--- src/rtl/fpaddsub_prealign_stage.sv ---
// Two-stage binary32 add/sub front end: unpack, magnitude ordering, then alignment of the smaller mantissa with G/R/S.
// Subnormal operands are kept when FPADDSUB_DENORM_EN is defined; otherwise they are flushed to signed zero.
module fpaddsub_prealign_stage (
  input  logic        clk,
  input  logic        rst_n,
  input  logic        in_valid,
  output logic        in_ready,
  input  logic [31:0] A,
  input  logic [31:0] B,
  input  logic        CtrlIn,
  output logic        out_valid,
  input  logic        out_ready,
  output logic        Sa,
  output logic        Sb,
  output logic        Ctrl,
  output logic        MaxAB,
  output logic [4:0]  InputExc,
  output logic [7:0]  ExpMax,
  output logic [23:0] MaxM,
  output logic [26:0] MinM
);

  logic        vld_p1, vld_p2, adv2;
  logic [7:0]  expA, expB, effExpA, effExpB;
  logic [22:0] fracA, fracB;
  logic [23:0] mantA, mantB;
  logic [30:0] magA, magB;
  logic        bIsMax, infA, infB, nanA, nanB;
  logic [4:0]  excC;

  logic        sa_p1, sb_p1, ctrl_p1, maxAB_p1;
  logic [4:0]  exc_p1;
  logic [7:0]  expMax_p1, expDiff_p1;
  logic [23:0] maxM_p1, minM_p1;

  // Right shift of {m, G, R, S} by d; everything shifted past S is folded into S.
  function automatic logic [26:0] alignMin(input logic [23:0] m, input logic [7:0] d);
    logic [26:0] v, shifted, mask;
    v       = {m, 3'b000};
    shifted = '0;
    mask    = '0;
    if (d >= 8'd27) begin
      alignMin = {26'd0, |m};
    end else begin
      shifted  = v >> d;
      mask     = (27'd1 << d) - 27'd1;
      alignMin = {shifted[26:1], shifted[0] | (|(v & mask))};
    end
  endfunction

  assign adv2      = ~vld_p2 | out_ready;
  assign in_ready  = ~vld_p1 | adv2;
  assign out_valid = vld_p2;

  assign expA = A[30:23];
  assign expB = B[30:23];

`ifdef FPADDSUB_DENORM_EN
  assign fracA = A[22:0];
  assign fracB = B[22:0];
`else
  assign fracA = (expA == 8'd0) ? 23'd0 : A[22:0];
  assign fracB = (expB == 8'd0) ? 23'd0 : B[22:0];
`endif

  assign mantA   = {expA != 8'd0, fracA};
  assign mantB   = {expB != 8'd0, fracB};
  assign effExpA = (expA == 8'd0) ? 8'd1 : expA;
  assign effExpB = (expB == 8'd0) ? 8'd1 : expB;
  assign magA    = {expA, fracA};
  assign magB    = {expB, fracB};
  assign bIsMax  = magB > magA;

  // Exception classification looks at the raw fields, independent of flushing.
  assign infA = (expA == 8'hFF) && (A[22:0] == 23'd0);
  assign nanA = (expA == 8'hFF) && (A[22:0] != 23'd0);
  assign infB = (expB == 8'hFF) && (B[22:0] == 23'd0);
  assign nanB = (expB == 8'hFF) && (B[22:0] != 23'd0);
  assign excC = {nanB | (infA & infB & (A[31] ^ B[31] ^ CtrlIn)),
                 nanA, infB, infA, infA | infB | nanA | nanB};

  always_ff @(posedge clk or negedge rst_n) begin
    if (!rst_n) begin
      vld_p1 <= 1'b0;
      vld_p2 <= 1'b0;
    end else begin
      if (in_ready) vld_p1 <= in_valid;
      if (adv2)     vld_p2 <= vld_p1;
    end
  end

  // Stage 1: unpack and order operands by magnitude
  always_ff @(posedge clk) begin
    if (in_valid && in_ready) begin
      sa_p1    <= A[31];
      sb_p1    <= B[31];
      ctrl_p1  <= CtrlIn;
      maxAB_p1 <= bIsMax;
      exc_p1   <= excC;
      if (bIsMax) begin
        expMax_p1  <= expB;
        maxM_p1    <= mantB;
        minM_p1    <= mantA;
        expDiff_p1 <= effExpB - effExpA;
      end else begin
        expMax_p1  <= expA;
        maxM_p1    <= mantA;
        minM_p1    <= mantB;
        expDiff_p1 <= effExpA - effExpB;
      end
    end
  end

  // Stage 2: align the smaller mantissa
  always_ff @(posedge clk or negedge rst_n) begin
    if (!rst_n) begin
      Sa       <= 1'b0;
      Sb       <= 1'b0;
      Ctrl     <= 1'b0;
      MaxAB    <= 1'b0;
      InputExc <= 5'd0;
      ExpMax   <= 8'd0;
      MaxM     <= 24'd0;
      MinM     <= 27'd0;
    end else if (vld_p1 && adv2) begin
      Sa       <= sa_p1;
      Sb       <= sb_p1;
      Ctrl     <= ctrl_p1;
      MaxAB    <= maxAB_p1;
      InputExc <= exc_p1;
      ExpMax   <= expMax_p1;
      MaxM     <= maxM_p1;
      MinM     <= alignMin(minM_p1, expDiff_p1);
    end
  end

endmodule

--- config.mk ---
export PLATFORM = sky130hd
export DESIGN_NAME = fpaddsub_prealign_stage
export DESIGN_NICKNAME = d
export VERILOG_FILES = /design/src/rtl/fpaddsub_prealign_stage.sv
export SDC_FILE = /design/constraint.sdc
export NUM_CORES = 1
export LEC_CHECK = 0
export BUFFER_PORTS_ARGS = -buffer_cell sky130_fd_sc_hd__buf_4
export CAP_MARGIN = 15
export CORE_MARGIN = 1.5
export CORE_UTILIZATION = 52
export CTS_CLUSTER_SIZE = 14
export DETAILED_ROUTE_END_ITERATION = 10
export GPL_TIMING_DRIVEN = 0
export PLACE_DENSITY = 0.84
export SLEW_MARGIN = 20
export SYNTH_ARGS = -nofsm -noshare
export SYNTH_HDL_FRONTEND = slang
export SYNTH_SLANG_ARGS = --single-unit
--- constraint.sdc ---
create_clock -name clk -period 2.65 [get_ports clk]
set_clock_uncertainty 0.15 [all_clocks]
set_input_delay 0.265 -clock clk [delete_from_list [all_inputs] [get_ports clk]]
set_output_delay 0.265 -clock clk [all_outputs]
set_load 0.005 [all_outputs]
Word level (Yosys, flattened, before mapping)
Index checks and enable logic that the tools add are counted.
- output and inout bits: 70
- input port bits: 69
- logic and storage cells: 67
- register bits after elaboration: 143
- add/sub/neg operators: 3
- shifts and indexed selects: 2
- multiplexer cells: 9
- magnitude comparators: 2
- equality and inequality tests: 2
- reduce and logical (&&, ||, !) cells: 16
- bitwise gates (word level): 14
- operators with widths (cell ; number):
    $mux W24 ; 2
    $logic_not A23 Y1 ; 2
    $mux W23 ; 2
    $reduce_bool A23 Y1 ; 2
    $mux W8 ; 4
    $gt A31 B31 Y1 ; 1
    $and A27 B27 Y27 ; 1
    $mux W27 ; 1
    $reduce_or A27 Y1 ; 1
    $shl A1 B8 Y27 const A ; 1
    $shr A27 B8 Y27 ; 1
    $sub A27 B1 Y27 const B ; 1
    $reduce_or A24 Y1 ; 1
    $eq A8 B8 Y1 const B ; 2
    $logic_not A8 Y1 ; 2
    $reduce_bool A8 Y1 ; 2
    $sub A8 B8 Y8 ; 2
    $ge A8 B5 Y1 const B ; 1
    $or A1 B1 Y1 ; 7
    $logic_and A1 B1 Y1 ; 6
    $and A1 B1 Y1 ; 2
    $not A1 Y1 ; 2
    $xor A1 B1 Y1 ; 2

Logic depth before layout (Yosys ltp)
Gate-level depths: netlist of run 1.
- depth after elaboration: 6
- mapped depth: 16
- mapped depth without buffers: 13

Worst setup path after synthesis of run 1
No wires, ideal clock.
- path kind: input to register
- start point: input B[24]
- end point: register expMax_p1[0] (data pin)
- stages on the path: 14
- data required time: 2240 ps
- arrival time: 2871 ps
- slack: -631 ps
- path buffers: 3
- library setup time: 260 ps
- cells stage by stage: nor4_1 nand2_1 clkbuf_1 nand2_1 inv_1 ha_1 nand4_2 nor4_2 and4bb_1 a211o_1 a31o_1 buf_6 buf_8 mux2_2
- longest elaborated chain between the ends: 4
- ends and longest elaborated chain (item ; RTL line ; RTL):
    from (decl) ; 9 ; input logic [31:0] B,
    $logic_not A8 Y1 ; 63 ; assign fracB = (expB == 8'd0) ? 23'd0 : B[22:0];
    $mux W23 ; 63 ;
    $gt A31 B31 Y1 (*) ; 72 ; assign bIsMax = magB > magA;
    $mux W8 (*) ; 100 ; if (bIsMax) begin
    to (signal assigned) ; 101 ; expMax_p1 <= expB;
    to (signal assigned) ; 106 ; expMax_p1 <= expA;
    to (decl) ; 33 ; logic [7:0] expMax_p1, expDiff_p1;
Mark *: on every way between the ends. The rest lies on a longest branch, timed or not.
A chain may end at the register's enable or synchronous reset.

Worst setup path after layout of run 1
- start point: input B[29]
- end point: register expDiff_p1[4] (data pin)
- longest elaborated chain between the ends: 4
- elaborated cells between the ends (all ways): 7
- classes of those cells: 2 x add/sub; 1 x order compare; 3 x mux; 1 x reduce/logical
- ends and longest elaborated chain (item ; RTL line ; RTL):
    $logic_not A8 Y1 ; 63, 69 ;
    $mux W23 or $mux W8 (tied branches) ; 63, 69 ;
    $gt A31 B31 Y1 (tied with other cells) ; 72 ;
    $mux W8 (*) ; 100 ;
    to (signal assigned) ; 104 ; expDiff_p1 <= effExpB - effExpA;
    to (signal assigned) ; 109 ; expDiff_p1 <= effExpA - effExpB;
    to (decl) ; 33 ;
Marks and branches as above.

==> results.md, run 1 <==
* Status: finished with violations
* Failing checks: setup timing
* RSZ-0062 raised after global routing: yes
* Vias in the first global route at 8313
* Clk_lat worst skew at 0.43 ns
* Final period utilization at 1.22
* Power Dens Cells at 620 nW/um2
* Reg clk slew, reported paths at 0.06 ns
* First-pass GRT wire length at 44900 um
* 1st-pass router iterations at 8
* Placed Cells at 1362
* Starting DRT DRC Count at 857
* Fmax at 310 MHz
* LEAKAGE at 5.41 nW
* CTS max path bufs at 2
* Routed Antenna Nets at 0
* Pin count of the biggest net entering global routing at 71
* Crit start category: input pin
* Syn_nets at 1119
* Cell family with most CP delay: simple AND/OR/NAND/NOR gates
* Fillcell total at 1224
* Initial Util at 0.537
* Number of synthesized flops with an enable pin at 73
* Ys Warns at 0
* Syn avg cell area at 8.94 um2
* Area growth syn-to-layout at 34.1%
* Share of cells above drive strength 1 at 0.285
* H-tree Lvls at 4
* RD Place Congestion at 0.980
* Worst setup EP type: register
* PortBufs at 138
* Row cnt at 47
* Post-synth ARST share at 0.490
* Netlist cell types at 64
* Worst setup startpoint: B[29]
* Routed len/inst at 20.7 um
* Register area share after synthesis at 0.440
* Total power at 0.00746 W
* Delay of the slowest critical-path stage at 0.38 ns
* Worst setup margin at -0.578 ns
* # IOs at 139
* Worst r2r src: expDiff_p1[6]
* DP Wirelength at 21200 um
* Buf+Inv Stages, Crit Path at 6
* Worst-path cell chain: buf_8, nor4_4, nand2_4, clkbuf_16, nand2_4, inv_4, ha_4, nand4_1, buf_6, nor4_4, and4bb_1, a211o_1, a31o_1, buf_6, buf_12, mux2i_2, xnor2_1
* Critical path's slowest cell: nor4_4
* Syn Inst Count at 1003
* Total global-route track usage at 0.326
* Worst VDD drop at 0.546 mV
* CP Class: in -> reg
* Max cap viols at 0
* Crit Path Max Fanout at 8
* Total gr overflow at 0
* Sink Count at 143
* Synth Flop Type: edfxtp_1
* Core area at 16700 um2
* Finished Layout Cells at 1426
* Hold path startpoint: out_ready
* Worst Path Arrival at 3.23 ns
* Ant diodes at 0
* Tmin final at 3.23 ns
* Slew margin rel. at 0.386
* Hold Vio Cnt, Final at 0
* Via count at 8645
* Mapped Area at 8970 um2
* Via density per instance at 6.06
* Initial antenna violation count at 1
* Die width at 134 um
* Cts bufs inserted at 17
* Die Y at 134 um
* Worst hold path class: in -> reg
* Die area at 18000 um2
* Flops & latches, synth at 143
* Post-Route WL at 29500 um
* CTS tree: done
* DRC viols at 0
* Worst-Margin Slew at 0.921 ns
* Nets at 1309
* Required @ worst endpoint at 2.66 ns
* Setup Viol. Count Final at 64
* Clock root cell: clkbuf_16
* Max-slew violation count at 0
==> kinds of logic (layout without fill, tap and decap cells) <==
group,count (synthesis),after routing,synth area share
xor gates and xnor gates,9,9,0.00879
adders and majority gates,47,47,0.0672
buffers and inverters,122,325,0.0589
AOI/OAI and AO/OA,208,208,0.142
DFF,143,143,0.440
and+or+nand+nor,430,430,0.212
muxes,44,44,0.0710
==> through the flow <==
step                      setup WS, ns   util  setup TNS [ns]  area, um2  hold WS (ns)
after global routing            -0.678  0.720          -38.94      12000        0.0249
after detailed placement         -1.51  0.638          -85.08      10700         0.275
after floorplan                 -0.380      -          -19.57       9310        -0.181
final                           -0.578  0.720          -31.54      12000        0.0105
after global placement           -1.47  0.636          -81.45      10600         0.268
after CTS                       -0.428  0.706          -22.34      11800       0.00154
==> sequential cells by signal, summed over array words and instances, names as in the netlist <==
signal	count
MinM	27
MaxAB	1
Sa	1
expMax_p1	8
sa_p1	1
exc_p1	5
ctrl_p1	1
MaxM	24
ExpMax	8
sb_p1	1
expDiff_p1	8
Ctrl	1
vld_p1	1
InputExc	5
Sb	1
minM_p1	24
maxAB_p1	1
out_valid	1
maxM_p1	24
==> power by group <==
group	internal (W)	leakage, nW	switching [W]
logic	0.000945	3.53	0.00123
registers	0.00264	1.60	0.000201
clock network	0.00145	0.284	0.000993
==> synth_stat cells (3+ instances only) <==
cell        n  share of area
buf_1       8         0.0033
buf_4       5         0.0042
a22oi_1     5         0.0042
ha_1       45          0.063
edfxtp_1   73           0.24
buf_6       4         0.0050
inv_1      53          0.022
dfrtp_1    70           0.20
mux4_2     15          0.038
clkbuf_1   43          0.018
nand4_1    14         0.0098
nand2_1   260           0.11
a21o_1      5         0.0042
a21oi_1    41          0.023
a211oi_1    7         0.0059
mux2i_1    22          0.025
nand3_1    34          0.019
nor3_1     24          0.013
o211ai_1    3         0.0025
a221o_1     3         0.0033
nor2_1     37          0.015
o31ai_1     5         0.0042
mux2_2      7         0.0088
a31oi_1     6         0.0042
nor4_1     22          0.015
buf_2       8         0.0045
and2_1      7         0.0049
nand2b_1   10         0.0070
nor2b_1     7         0.0049
xor2_1      3         0.0029
o221ai_1    4         0.0039
o21ai_0    89          0.050
xnor2_1     6         0.0059
a22o_1      9         0.0088
a221oi_1    4         0.0039
o22ai_1     6         0.0042
==> final cells by class <==
type                    instances  area [um2]  share of cell area
multi-input cells             738        5070               0.422
flip-flops and latches        143        3940               0.328
clock buffers                  21         462              0.0384
repair buffers                173        1470               0.122
plain buffers                  67         469              0.0390
clock inverters                11         129              0.0107
well taps                     220         275              0.0229
inverters                      53         206              0.0172
==> tightest hold or removal path: cells and delay by family <==
family | cells | cell delay, ns
buf+inv | 1 | 0.08
simple gates | 2 | 0.20
==> worst paths after layout <==
check	cells after the start	end	slack, ns
max in group asynchronous	2	InputExc[0]	1.38
min reg2reg	2	InputExc[4]	0.29
min	3	vld_p1	0.01
min in group asynchronous	2	out_valid	0.36
max	17	expDiff_p1[4]	-0.58
max reg2reg	8	MinM[0]	0.11
==> cell usage in the layout, fill, tap and decap left out, types with 15 or more instances in the layout <==
cell | netlist | layout
a21oi_1 | 41 | 41
buf_4 | 5 | 150
clkbuf_1 | 43 | 34
clkbuf_16 | 0 | 25
dfrtp_1 | 70 | 70
edfxtp_1 | 73 | 73
ha_1 | 45 | 32
inv_1 | 53 | 36
mux2i_1 | 22 | 18
mux4_2 | 15 | 15
nand2_1 | 260 | 235
nand2_4 | 0 | 16
nand3_1 | 34 | 28
nor2_1 | 37 | 37
nor3_1 | 24 | 23
nor4_1 | 22 | 18
o21ai_0 | 89 | 47
o21ai_1 | 2 | 27
o21ai_2 | 0 | 15
==> per-layer routing <==
metal	part of all wire	track usage	vias up	wire length (um)
li1	-	-	3949	-
met1	0.39	0.422	4057	11500
met2	0.47	0.523	518	13800
met3	0.085	0.0627	119	2520
met4	0.057	0.168	2	1670
met5	0.00044	0	-	13
==> timing repair <==
item / in CTS / in global routing
gates resized for setup: 116 / 47
pin swaps: 19 / 16
hold endpoints to repair: 75 / 0
setup buffers: 11 / 12
gates cloned: 4 / 3
hold buffers: 6 / 0
endpoints found under the setup margin: 64 / 66
No activity file was read; power rests on OpenSTA's default activity.
==> inputs of run 2 (changes only) <==
--- a/config.mk
+++ b/config.mk
@@ -8,11 +8,11 @@
 export BUFFER_PORTS_ARGS = -buffer_cell sky130_fd_sc_hd__buf_4
 export CAP_MARGIN = 15
 export CORE_MARGIN = 1.5
-export CORE_UTILIZATION = 52
+export CORE_UTILIZATION = 58
 export CTS_CLUSTER_SIZE = 14
 export DETAILED_ROUTE_END_ITERATION = 10
 export GPL_TIMING_DRIVEN = 0
-export PLACE_DENSITY = 0.84
+export PLACE_DENSITY = 0.88
 export SLEW_MARGIN = 20
 export SYNTH_ARGS = -nofsm -noshare
 export SYNTH_HDL_FRONTEND = slang
==> constraint.sdc (replaced) <==
create_clock -name clk -period 3.1 [get_ports clk]
set_clock_uncertainty 0.15 [all_clocks]
set_input_delay 0.31 -clock clk [delete_from_list [all_inputs] [get_ports clk]]
set_output_delay 0.31 -clock clk [all_outputs]
set_load 0.005 [all_outputs]
==> run 2 against run 1 <==
  * The flow still finishes with violations (setup timing)
  * Via count is 6.3% higher
  * Die area is 10% lower
  * Critical path depth stayed put
  * First-iteration DRC count is 86% higher
  * Critical path type unchanged
  * Largest cell class unchanged
  * Highest routed layer is now met4
==> results.md, run 2 (synthesis results as in run 1) <==
* Status: finished with violations (unchanged)
* Failing checks: setup timing (unchanged)
* Total power at 0.00639 W (was 0.00746 W)
* Ant diodes at 0 (unchanged)
* Fillcell total at 953 (was 1224)
* Required @ worst endpoint at 3.18 ns (was 2.66 ns)
* Max cap viols at 0 (unchanged)
* Buf+Inv Stages, Crit Path at 7 (was 6)
* Die Y at 127 um (was 134 um)
* Max-slew violation count at 0 (unchanged)
* Routed Antenna Nets at 0 (unchanged)
* Routed len/inst at 23.0 um (was 20.7 um)
* Max reg flops at 27 (unchanged)
* Pin count of the biggest net entering global routing at 71 (unchanged)
* PortBufs at 138 (unchanged)
* Storage element area at 3940 um2 (unchanged)
* R2R Setup Slk at 0.39 ns (was 0.11 ns)
* Commonest non-fill, non-tap cell in the layout: nand2_1 (unchanged)
* Hold Vio Cnt, Final at 0 (unchanged)
* Hold path startpoint: out_ready (unchanged)
* H-tree Lvls at 4 (unchanged)
* Most Frequent Cell on Critical Path: buf_6
* Crit start category: input pin (unchanged)
* Via count at 9190 (was 8645)
* Worst r2r src: out_valid (was expDiff_p1[6])
* Reg2reg end: MinM[0] (unchanged)
* Power Dens Cells at 533 nW/um2 (was 620 nW/um2)
* Cts bufs inserted at 17 (unchanged)
* Sink Count at 143 (unchanged)
* First-pass GRT wire length at 45100 um (was 44900 um)
* Most frequent cells in the layout: 233 x nand2_1, 156 x buf_4, 73 x edfxtp_1, 70 x dfrtp_1, 61 x o21ai_0 (was 235 x nand2_1, 150 x buf_4, 73 x edfxtp_1, 70 x dfrtp_1, 47 x o21ai_0)
* Critical Path End: expDiff_p1[5] (was expDiff_p1[4])
* Die width at 127 um (was 134 um)
* Reg2Reg Depth at 7 (was 8)
* DP Wirelength at 20800 um (was 21200 um)
* Worst setup EP type: register (unchanged)
* # IOs at 139 (unchanged)
* Final core utilization at 0.791 (was 0.720)
* Multi-input gate area at 5060 um2 (was 5070 um2)
* Worst VDD drop at 0.455 mV (was 0.546 mV)
* LEAKAGE at 5.40 nW (was 5.41 nW)
* Share of cells above drive strength 1 at 0.282 (was 0.285)
* Placed Cells at 1330 (was 1362)
* Worst setup startpoint: B[23] (was B[29])
* Via density per instance at 6.58 (was 6.06)
* Initial Util at 0.592 (was 0.537)
* Fmax at 291 MHz
* Setup Viol. Count Final at 64 (unchanged)
* Slew margin rel. at 0.342 (was 0.386)
* RSZ-0062 raised after global routing: yes (unchanged)
* Post-Route WL at 32100 um (was 29500 um)
* DRC viols at 0 (unchanged)
* Area growth syn-to-layout at 33.6% (was 34.1%)
* Worst hold path class: in -> reg (unchanged)
* Crit Path Max Fanout at 8 (unchanged)
* Tmin final at 3.44 ns
* Total gr overflow at 0 (unchanged)
* Clk_lat worst skew at 0.44 ns (was 0.43 ns)
* Critical path's slowest cell: nor4_4 (unchanged)
* Cell count along the critical path at 17 (unchanged)
* Starting DRT DRC Count at 1597 (was 857)
* Vias in the first global route at 8540 (was 8313)
* Final period utilization at 1.11
* Delay of the slowest critical-path stage at 0.35 ns (was 0.38 ns)
* Worst-Margin Slew at 0.988 ns (was 0.921 ns)
* CTS max path bufs at 2 (unchanged)
* Initial antenna violation count at 0 (was 1)
* Register with the most flip-flops: MinM (unchanged)
* Cell family with most CP delay: simple AND/OR/NAND/NOR gates (unchanged)
* Clock root cell: clkbuf_16 (unchanged)
* Total Neg Setup Slack at -9.17 ns (was -31.54 ns)
* Nets at 1312 (was 1309)
* Core area at 15100 um2 (was 16700 um2)
* Worst setup margin at -0.340 ns (was -0.578 ns)
* RD Place Congestion at 0.971 (was 0.980)
* Reg clk slew, reported paths at 0.06 ns (about the same)
* 1st-pass router iterations at 9 (was 8)
* Worst Path Arrival at 3.52 ns (was 3.23 ns)
* Worst-path cell chain: buf_4, nor4_4, nand2_4, buf_12, nand2_1, inv_1, ha_4, nand4_4, nor4_4, buf_4, o221ai_2, a31o_1, buf_6, buf_6, buf_6, mux2i_2, xor2_1 (was buf_8, nor4_4, nand2_4, clkbuf_16, nand2_4, inv_4, ha_4, nand4_1, buf_6, nor4_4, and4bb_1, a211o_1, a31o_1, buf_6, buf_12, mux2i_2, xnor2_1)
* Finished Layout Cells at 1397 (was 1426)
* Row cnt at 45 (was 47)
* CP Class: in -> reg (unchanged)
* Die area at 16200 um2 (was 18000 um2)
* CTS tree: done (unchanged)
* Total global-route track usage at 0.364 (was 0.326)
==> run 2: changes by cell type in the layout (fill, tap and decap cells not counted), moves of 3 or more <==
cell	previous run	this run
nand3_1	28	31
buf_6	14	10
inv_2	14	11
buf_8	10	5
clkbuf_8	0	5
o21ai_1	27	21
buf_4	150	156
nand3_2	6	1
nand2_2	10	13
o21ai_0	47	61
o21ai_2	15	9
buf_12	2	5
==> run 2: area by class of cell <==
| cell class | count | share of cell area |
|---|---|---|
| buffer | 68 | 0.0387 |
| clock buffer | 19 | 0.0379 |
| clock inverter | 13 | 0.0108 |
| inverter | 53 | 0.0174 |
| multi-input combinational | 738 | 0.422 |
| sequential | 143 | 0.329 |
| tap | 188 | 0.0196 |
| timing repair buffer | 175 | 0.125 |
==> run 2: tightest hold or removal path, cell delays in order <==
cell,delay [ns]
buf_4,0.08
nand2b_1,0.13
nand2b_1,0.06
==> run 2: layer usage <==
| layer | vias to the layer above | GRT usage | wire length [um] |
|---|---|---|---|
| met5 | - | 0 | 0 |
| met4 | 0 | 0.207 | 2120 |
| met3 | 211 | 0.0670 | 3230 |
| met1 | 4281 | 0.455 | 11800 |
| met2 | 757 | 0.598 | 14900 |
| li1 | 3941 | - | - |
==> run 2: worst min-delay path by stage <==
stage	cells after the start	endpoint	slack, ns
after floorplan	0	Ctrl	-0.14
after global placement	2	Sb	0.27
after detailed placement	2	MaxM[23]	0.28
after CTS	3	out_valid	0.04
after global routing	3	out_valid	0.05
final	3	out_valid	0.03
==> run 2: stage by stage <==
step                instance area, um2  worst slack [ns]  hold WS (ns)
finish                           12000            -0.340        0.0335
global route                     12000            -0.309        0.0492
CTS                              11600           -0.0815        0.0410
detailed placement               10400             -1.14         0.277
global placement                 10400             -1.12         0.268
floorplan                         9100          0.000364        -0.136
==> run 2: where the power goes <==
| part | leakage, nW | internal [W] | switching (W) | total, W |
|---|---|---|---|---|
| logic | 3.53 | 0.000807 | 0.00109 | 0.00189 |
| clock network | 0.274 | 0.00117 | 0.000901 | 0.00207 |
| registers | 1.60 | 0.00226 | 0.000171 | 0.00243 |
==> run 2: timing repair <==
item,4_1_cts,5_1_grt
gates resized for setup,94,87
hold endpoints to repair,74,0
pin swaps,25,22
setup buffers,16,9
hold buffers,5,0
endpoints found under the setup margin,64,64
gates cloned,3,4
